`src/rtl/uart_pkg.sv`:
```
`default_nettype none
// ============================================================================
// uart_pkg : state encoding, frame constants and parity helper for the
//            FIFO-drain UART transmitter.
// Revision  : 1.0
// ============================================================================
package uart_pkg;

   typedef enum logic [2:0] {
      IDLE   = 3'd0,
      POP    = 3'd1,
      LOAD   = 3'd2,
      START  = 3'd3,
      DATA   = 3'd4,
      PARITY = 3'd5,
      STOP   = 3'd6
   } tx_state_t;

   localparam int   UART_DATA_BITS  = 8;
   localparam logic UART_IDLE_LEVEL = 1'b1;

   function automatic logic even_parity(input logic [7:0] data);
      return ^data;
   endfunction

endpackage
`default_nettype wire

```
`src/rtl/baud_gen.sv`:
```
`default_nettype none
// ============================================================================
// baud_gen : free-running bit-period counter, one-cycle tick every
//            CLKS_PER_BIT clocks, restartable with clr.
// Revision  : 1.0
// ============================================================================
module baud_gen #(
   parameter int CLKS_PER_BIT = 16
) (
   input  logic clk,
   input  logic rst,
   input  logic clr,
   output logic tick
);

   localparam int CNT_W = (CLKS_PER_BIT > 1) ? $clog2(CLKS_PER_BIT) : 1;
   localparam logic [CNT_W-1:0] LAST = CNT_W'(CLKS_PER_BIT - 1);

   logic [CNT_W-1:0] cnt;

   always_ff @(posedge clk) begin
      if (rst || clr) begin
         cnt <= '0;
      end else if (cnt == LAST) begin
         cnt <= '0;
      end else begin
         cnt <= cnt + 1'b1;
      end
   end

   assign tick = (cnt == LAST);

endmodule
`default_nettype wire

```
`src/rtl/fifo_uart_tx.sv`:
```
`default_nettype none
// ============================================================================
// fifo_uart_tx : pops bytes from a synchronous FIFO and sends each as an
//                LSB-first UART frame. FIFO_UART_TX_PARITY_EN adds even parity.
// Revision      : 1.0
// ============================================================================
module fifo_uart_tx
   import uart_pkg::*;
#(
   parameter int CLKS_PER_BIT = 16
) (
   input  logic       clk,
   input  logic       rst,
   input  logic       fifo_empty,
   input  logic [7:0] fifo_dout,
   output logic       fifo_re,
   output logic       tx,
   output logic       busy,
   output logic       tx_done
);

   localparam logic [2:0] LAST_BIT = 3'(UART_DATA_BITS - 1);

   tx_state_t  state;
   logic [7:0] shift;
   logic [2:0] bit_cnt;
   logic       tick;
   logic       clr;
`ifdef FIFO_UART_TX_PARITY_EN
   logic       par;
`endif

   // Restart the bit period so the start bit is exactly CLKS_PER_BIT long.
   assign clr     = (state == LOAD);
   assign tx_done = (state == STOP) && tick;

   baud_gen #(
      .CLKS_PER_BIT (CLKS_PER_BIT)
   ) u_baud_gen (
      .clk  (clk),
      .rst  (rst),
      .clr  (clr),
      .tick (tick)
   );

   always_ff @(posedge clk) begin
      if (rst) begin
         state   <= IDLE;
         tx      <= UART_IDLE_LEVEL;
         fifo_re <= 1'b0;
         busy    <= 1'b0;
         shift   <= '0;
         bit_cnt <= '0;
`ifdef FIFO_UART_TX_PARITY_EN
         par     <= 1'b0;
`endif
      end else begin
         fifo_re <= 1'b0;
         case (state)
            IDLE: begin
               tx <= UART_IDLE_LEVEL;
               if (!fifo_empty) begin
                  state   <= POP;
                  fifo_re <= 1'b1;
                  busy    <= 1'b1;
               end
            end
            POP: begin
               state <= LOAD;
            end
            LOAD: begin
               shift   <= fifo_dout;
`ifdef FIFO_UART_TX_PARITY_EN
               par     <= even_parity(fifo_dout);
`endif
               bit_cnt <= '0;
               tx      <= 1'b0;
               state   <= START;
            end
            START: begin
               if (tick) begin
                  tx    <= shift[0];
                  state <= DATA;
               end
            end
            DATA: begin
               if (tick) begin
                  shift <= {1'b0, shift[7:1]};
                  if (bit_cnt == LAST_BIT) begin
                     bit_cnt <= '0;
`ifdef FIFO_UART_TX_PARITY_EN
                     tx      <= par;
                     state   <= PARITY;
`else
                     tx      <= UART_IDLE_LEVEL;
                     state   <= STOP;
`endif
                  end else begin
                     // Registered tx leads the shift by one bit.
                     bit_cnt <= bit_cnt + 3'd1;
                     tx      <= shift[1];
                  end
               end
            end
`ifdef FIFO_UART_TX_PARITY_EN
            PARITY: begin
               if (tick) begin
                  tx    <= UART_IDLE_LEVEL;
                  state <= STOP;
               end
            end
`endif
            STOP: begin
               if (tick) begin
                  state <= IDLE;
                  busy  <= 1'b0;
               end
            end
            default: begin
               state <= IDLE;
               tx    <= UART_IDLE_LEVEL;
               busy  <= 1'b0;
            end
         endcase
      end
   end

endmodule
`default_nettype wire

```
`config.mk`:
```
export PLATFORM = sky130hd
export DESIGN_NAME = fifo_uart_tx
export DESIGN_NICKNAME = d
export VERILOG_FILES = /design/src/rtl/uart_pkg.sv /design/src/rtl/baud_gen.sv /design/src/rtl/fifo_uart_tx.sv
export SDC_FILE = /design/constraint.sdc
export NUM_CORES = 1
export LEC_CHECK = 0
export CAP_MARGIN = 20
export CELL_PAD_IN_SITES_DETAIL_PLACEMENT = 1
export CELL_PAD_IN_SITES_GLOBAL_PLACEMENT = 2
export CORE_MARGIN = 5
export CORE_UTILIZATION = 30
export DETAILED_ROUTE_END_ITERATION = 8
export GPL_ROUTABILITY_DRIVEN = 0
export PLACE_DENSITY = 0.73
export SLEW_MARGIN = 40
export SYNTH_ARGS = -nofsm -noshare
export SYNTH_HDL_FRONTEND = slang
export SYNTH_SLANG_ARGS = --single-unit
```
`constraint.sdc`:
```
create_clock -name clk -period 1.5 [get_ports clk]
set_input_delay 0.225 -clock clk [delete_from_list [all_inputs] [get_ports clk]]
set_output_delay 0.225 -clock clk [all_outputs]
set_load 0.05 [all_outputs]
```
Yosys cells after proc, flatten, opt, wreduce, memory -nomap -nowiden
Cells that the tools add are included.
Widths: inputs -> output; s select.
- word-level logic and storage cells: 55
- output and inout bits: 4
- register bits after elaboration: 21
- input bits: 11
- multiplexer cells: 19
- $add $sub $neg: 2
- reduce and logical (&&, ||, !) cells: 12
- eq/ne operators: 12
- bitwise gates (word level): 3
- operator list (cell ; count):
    $mux 3 ; 7
    $pmux 3 s6 ; 1
    $pmux 8 s2 ; 1
    $ne 2x2->1 const B ; 5
    $eq 3x3->1 const B ; 3
    $mux 8 ; 1
    $eq 3x2->1 const B ; 2
    $mux 1 ; 6
    $pmux 3 s2 ; 1
    $reduce_and 3->1 ; 2
    $reduce_or 2->1 ; 3
    $reduce_and 5->1 ; 1
    $add 4x1->4 const B ; 1
    $eq 4x4->1 const B ; 1
    $pmux 1 s4 ; 1
    $reduce_or 4->1 ; 1
    $add 3x1->3 const B ; 1
    $eq 3x1->1 const B ; 1
    $logic_not 3->1 ; 1
    $not 1->1 ; 3
    $pmux 1 s3 ; 1
    $reduce_and 2->1 ; 1
    $reduce_bool 2->1 ; 1
    $logic_and 1x1->1 ; 1
    $logic_or 1x1->1 ; 1

Longest topological paths before layout
- depth in word-level cells: 4
- depth in mapped cells: 6
- depth with buffers taken out: 5

By module
From an unflattened synthesis, not the netlist that was laid out.
- cells, all modules: 118
- area, all modules: 1096.1 um^2
- by module, submodules not included (module ; seq. area each (um^2) ; cells an instance ; instances ; area an instance (um^2)):
    fifo_uart_tx ; 340.3 ; 102 ; 1 ; 938.4
    baud_gen ; 80.1 ; 16 ; 1 ; 157.7

Worst setup path after synthesis
OpenSTA, ideal clock, no wires.
- kind: register to output
- start: register u_baud_gen.cnt[0]
- end: output port tx_done
- cell stages (with the launch flop): 4
- buffers on the path: 0
- data required time: 1.275 ns
- setup slack: 0.031 ns
- arrival time: 1.244 ns
- cell sequence: dfxtp_1 ha_1 and4_1 and2_1
- longest elaborated chain between the ends: 2
- ends and longest elaborated chain (what ; line ; text):
    from (decl) ; baud_gen.sv:19 ; logic [CNT_W-1:0] cnt;
    from (signal assigned) ; baud_gen.sv:27 ; cnt <= cnt + 1'b1;
    $eq 4x4->1 ; baud_gen.sv:31 ; assign tick = (cnt == LAST);
    $logic_and 1x1->1 ; fifo_uart_tx.sv:35 ; assign tx_done = (state == STOP) && tick;
    to (decl) ; fifo_uart_tx.sv:19 ; output logic tx_done
No other way between the ends.

Final worst setup path
- start: register u_baud_gen.cnt[1]
- end: output port tx_done
Same word-level chain as after synthesis.

==> results.md <==
- Core Rows: 21
- Drt wl/cell: 16.0 um
- Share of post-route cells with drive strength above 1: 32.8%
- Fill count: 399
- R2R Setup Slk: 0.04 ns
- Final Max Slew Viols: 0
- Cell count after synthesis: 112
- Worst setup EP type: primary output
- Clk Latency, worst-skew pair: 0.32 ns
- Minimum clock period: 1.54 ns
- DPL Wire Length: 2.06 mm
- Clock transition at path regs: 0.13 ns
- Setup ws final: -0.0422 ns
- CP required: 1.27 ns
- Final period util: 103%
- CP Launch Type: register
- Syn-to-layout area delta: 32.2%
- Worst Hold Class: reg -> reg
- Setup CP Type: reg -> out
- CTS tree: built
- Post-synth EDFFs: 0
- Die height: 70.1 um
- Final setup viols: 1
- Final ANT Viol Nets: 0
- Syn nets: 126
- Finished Cell Area: 0.00143 mm2
- Vias/cell: 5.39
- Hold Buf Count CTS: 0
- Tot GR Track Use: 12.7%
- Post-Layout Cell Count: 180
- Outcome: finished with violations
- Clock root buffer: clkbuf_4
- FF-to-FF End: tx
- Ys async rst share: 0%
- Num CTS Buffers: 3
- Ys flop type: dfxtp_1
- Placed cells: 172
- Fin. Hold Viols: 0
- Initial DRC count: 48
- Failing checks: negative setup slack
- DIE WIDTH: 70.1 um
- Via count: 971
- Largest net degree at the start of global routing: 14
- Diode count: 0
- DRC viols: 0
- Syn. warnings: 0
- Actual slew at the worst max-slew pin: 0.356 ns
- Final Skew: 0.00365 ns
- Worst r2r path cells: 7
- Post-synthesis register bit count: 21
- Slew headroom: 76.0%
- Post-Route WL: 2.88 mm
- Grt ovf: 0
- Netlist cell types: 39
- RSZ-0062 raised after global routing: true
- First-pass GRT wire length: 5.08 mm
- Post-DP Area: 0.00131 mm2
- PwrDens: 802 mW/mm2
- Crit path from: u_baud_gen.cnt[1]
- CP max stage cell: dfxtp_2
- Drt first pass iters: 4
- Total power: 1.15 mW
- Area of the die: 0.00491 mm2
- Initial Util: 31.7%
- Number of I/O pins: 15
- Hold WS: 0.503 ns
- Layout Nets: 149
- Peak supply drop: 0.275 mV
- Syn_area_per_cell: 9.67 um2
- H-tree levels: 1
- DP Worst Slack: 0.0300 ns
- CP Cell Sequence: ha_4 -> and4_4 -> and2_4 -> buf_12
- Register area share after synthesis: 38.8%
- CTS max path bufs: 2
- Core Util, Final: 41.9%
- Total core area: 0.00342 mm2
- Worst path max stage delay: 0.37 ns
- RR Startpoint: u_baud_gen.cnt[1]
- Area of the mapped netlist: 0.00108 mm2
- Initial antenna violation count: 0
- IO Port Bufs: 14
- Worst EP arrival: 1.32 ns
- Total negative slack: -0.0422 ns
- Worst-path fanout max: 2
- Origin of the worst min-delay path: busy
- Leak: 0.558 nW
- Number of global-route vias before repair: 1053
- Max_cap viols: 0
- CTS Sinks: 21
- CP endpoint: tx_done
- Fmax: 648 MHz
[timing repair]
item	CTS	global route
gates cloned	0	0
endpoints found under the hold margin	0	0
setup endpoints to repair	2	11
setup buffers	3	1
resized for setup	13	8
pin swaps	1	0
[layer usage]
layer  up-vias  share of wire, %  track usage, %  wire length (um)
li1        478                 -               -                 -
met1       473                46            15.6              1320
met2        18                49            21.9              1410
met3         2               4.0            2.73               115
met4         0               1.0            3.83                30
met5         -                 0               0                 0
[cell families after synthesis]
logic type      Yosys count  share of synthesized area (%)
compound gates           34                           23.1
simple gates             32                           18.4
flops                    21                           38.8
buf+inv                  12                           7.16
mux                       7                           6.47
fa+ha+maj                 4                           4.50
xor+xnor                  2                           1.62
[how the worst min path moves through the flow]
stage                              to  cells past startpoint
floorplan                     fifo_re                      1
global placement    u_baud_gen.cnt[0]                      1
detailed placement  u_baud_gen.cnt[0]                      1
CTS                              busy                      1
global route                     busy                      1
finish                           busy                      1
[registers in the layout (all words and copies together) (netlist names)]
register and count:
bit_cnt 3, busy 1, fifo_re 1, shift 8, state 3, tx 1
u_baud_gen.cnt 4
[cells in the final DEF, fill, tap and decap left out, types with 2 or more instances in the layout]
cell             Yosys  final
buf_4                4     16
dfxtp_1             21     15
a211oi_1            14     11
clkdlybuf4s50_1      0     10
mux2i_1              7      7
nand2_1              5      5
nand3_1              5      5
dfxtp_2              0      5
a21oi_1              4      4
o211ai_1             4      4
a211oi_2             1      4
a31oi_1              3      3
clkbuf_4             0      3
nor3b_2              2      2
nand2b_1             2      2
nor2_1               2      2
nor4b_1              2      2
nand4_1              2      2
nor4_1               3      2
nor3_1               2      2
ha_1                 3      2
buf_12               0      2
[area by class of cell]
| class | instances | area (um2) | area share, % |
|---|---|---|---|
| clock buffer | 3 | 22.5 | 1.57 |
| clock inverter | 1 | 5.00 | 0.349 |
| inverter | 1 | 3.75 | 0.262 |
| multi-input combinational | 79 | 642 | 44.8 |
| sequential | 21 | 430 | 30.0 |
| tap | 46 | 57.6 | 4.02 |
| timing repair buffer | 29 | 272 | 19.0 |
[cells in the mapped netlist, types with 3 or more instances]
library cell	instances	area share [%]
a21oi_1	4	1.8
a211oi_1	14	9.7
nor4_1	3	1.7
mux2i_1	7	6.5
ha_1	3	3.5
clkbuf_1	3	1.0
nand2_1	5	1.7
buf_4	4	2.8
o211ai_1	4	2.8
a31oi_1	3	1.7
dfxtp_1	21	39
nand3_1	5	2.3
[worst max-delay path, delay by kind of cell (launching register included)]
kind	cells	cell delay, ns
AND/OR/NAND/NOR	2	0.37
flip-flops	1	0.37
adder cells (fa/ha/maj)	1	0.13
buffers and inverters	1	0.13
[power by group]
group | internal [mW] | leakage (nW) | switching [mW]
registers | 0.599 | 0.175 | 0.0399
logic | 0.107 | 0.365 | 0.109
clock network | 0.0998 | 0.0177 | 0.194
(Power assumes the default switching activity.)
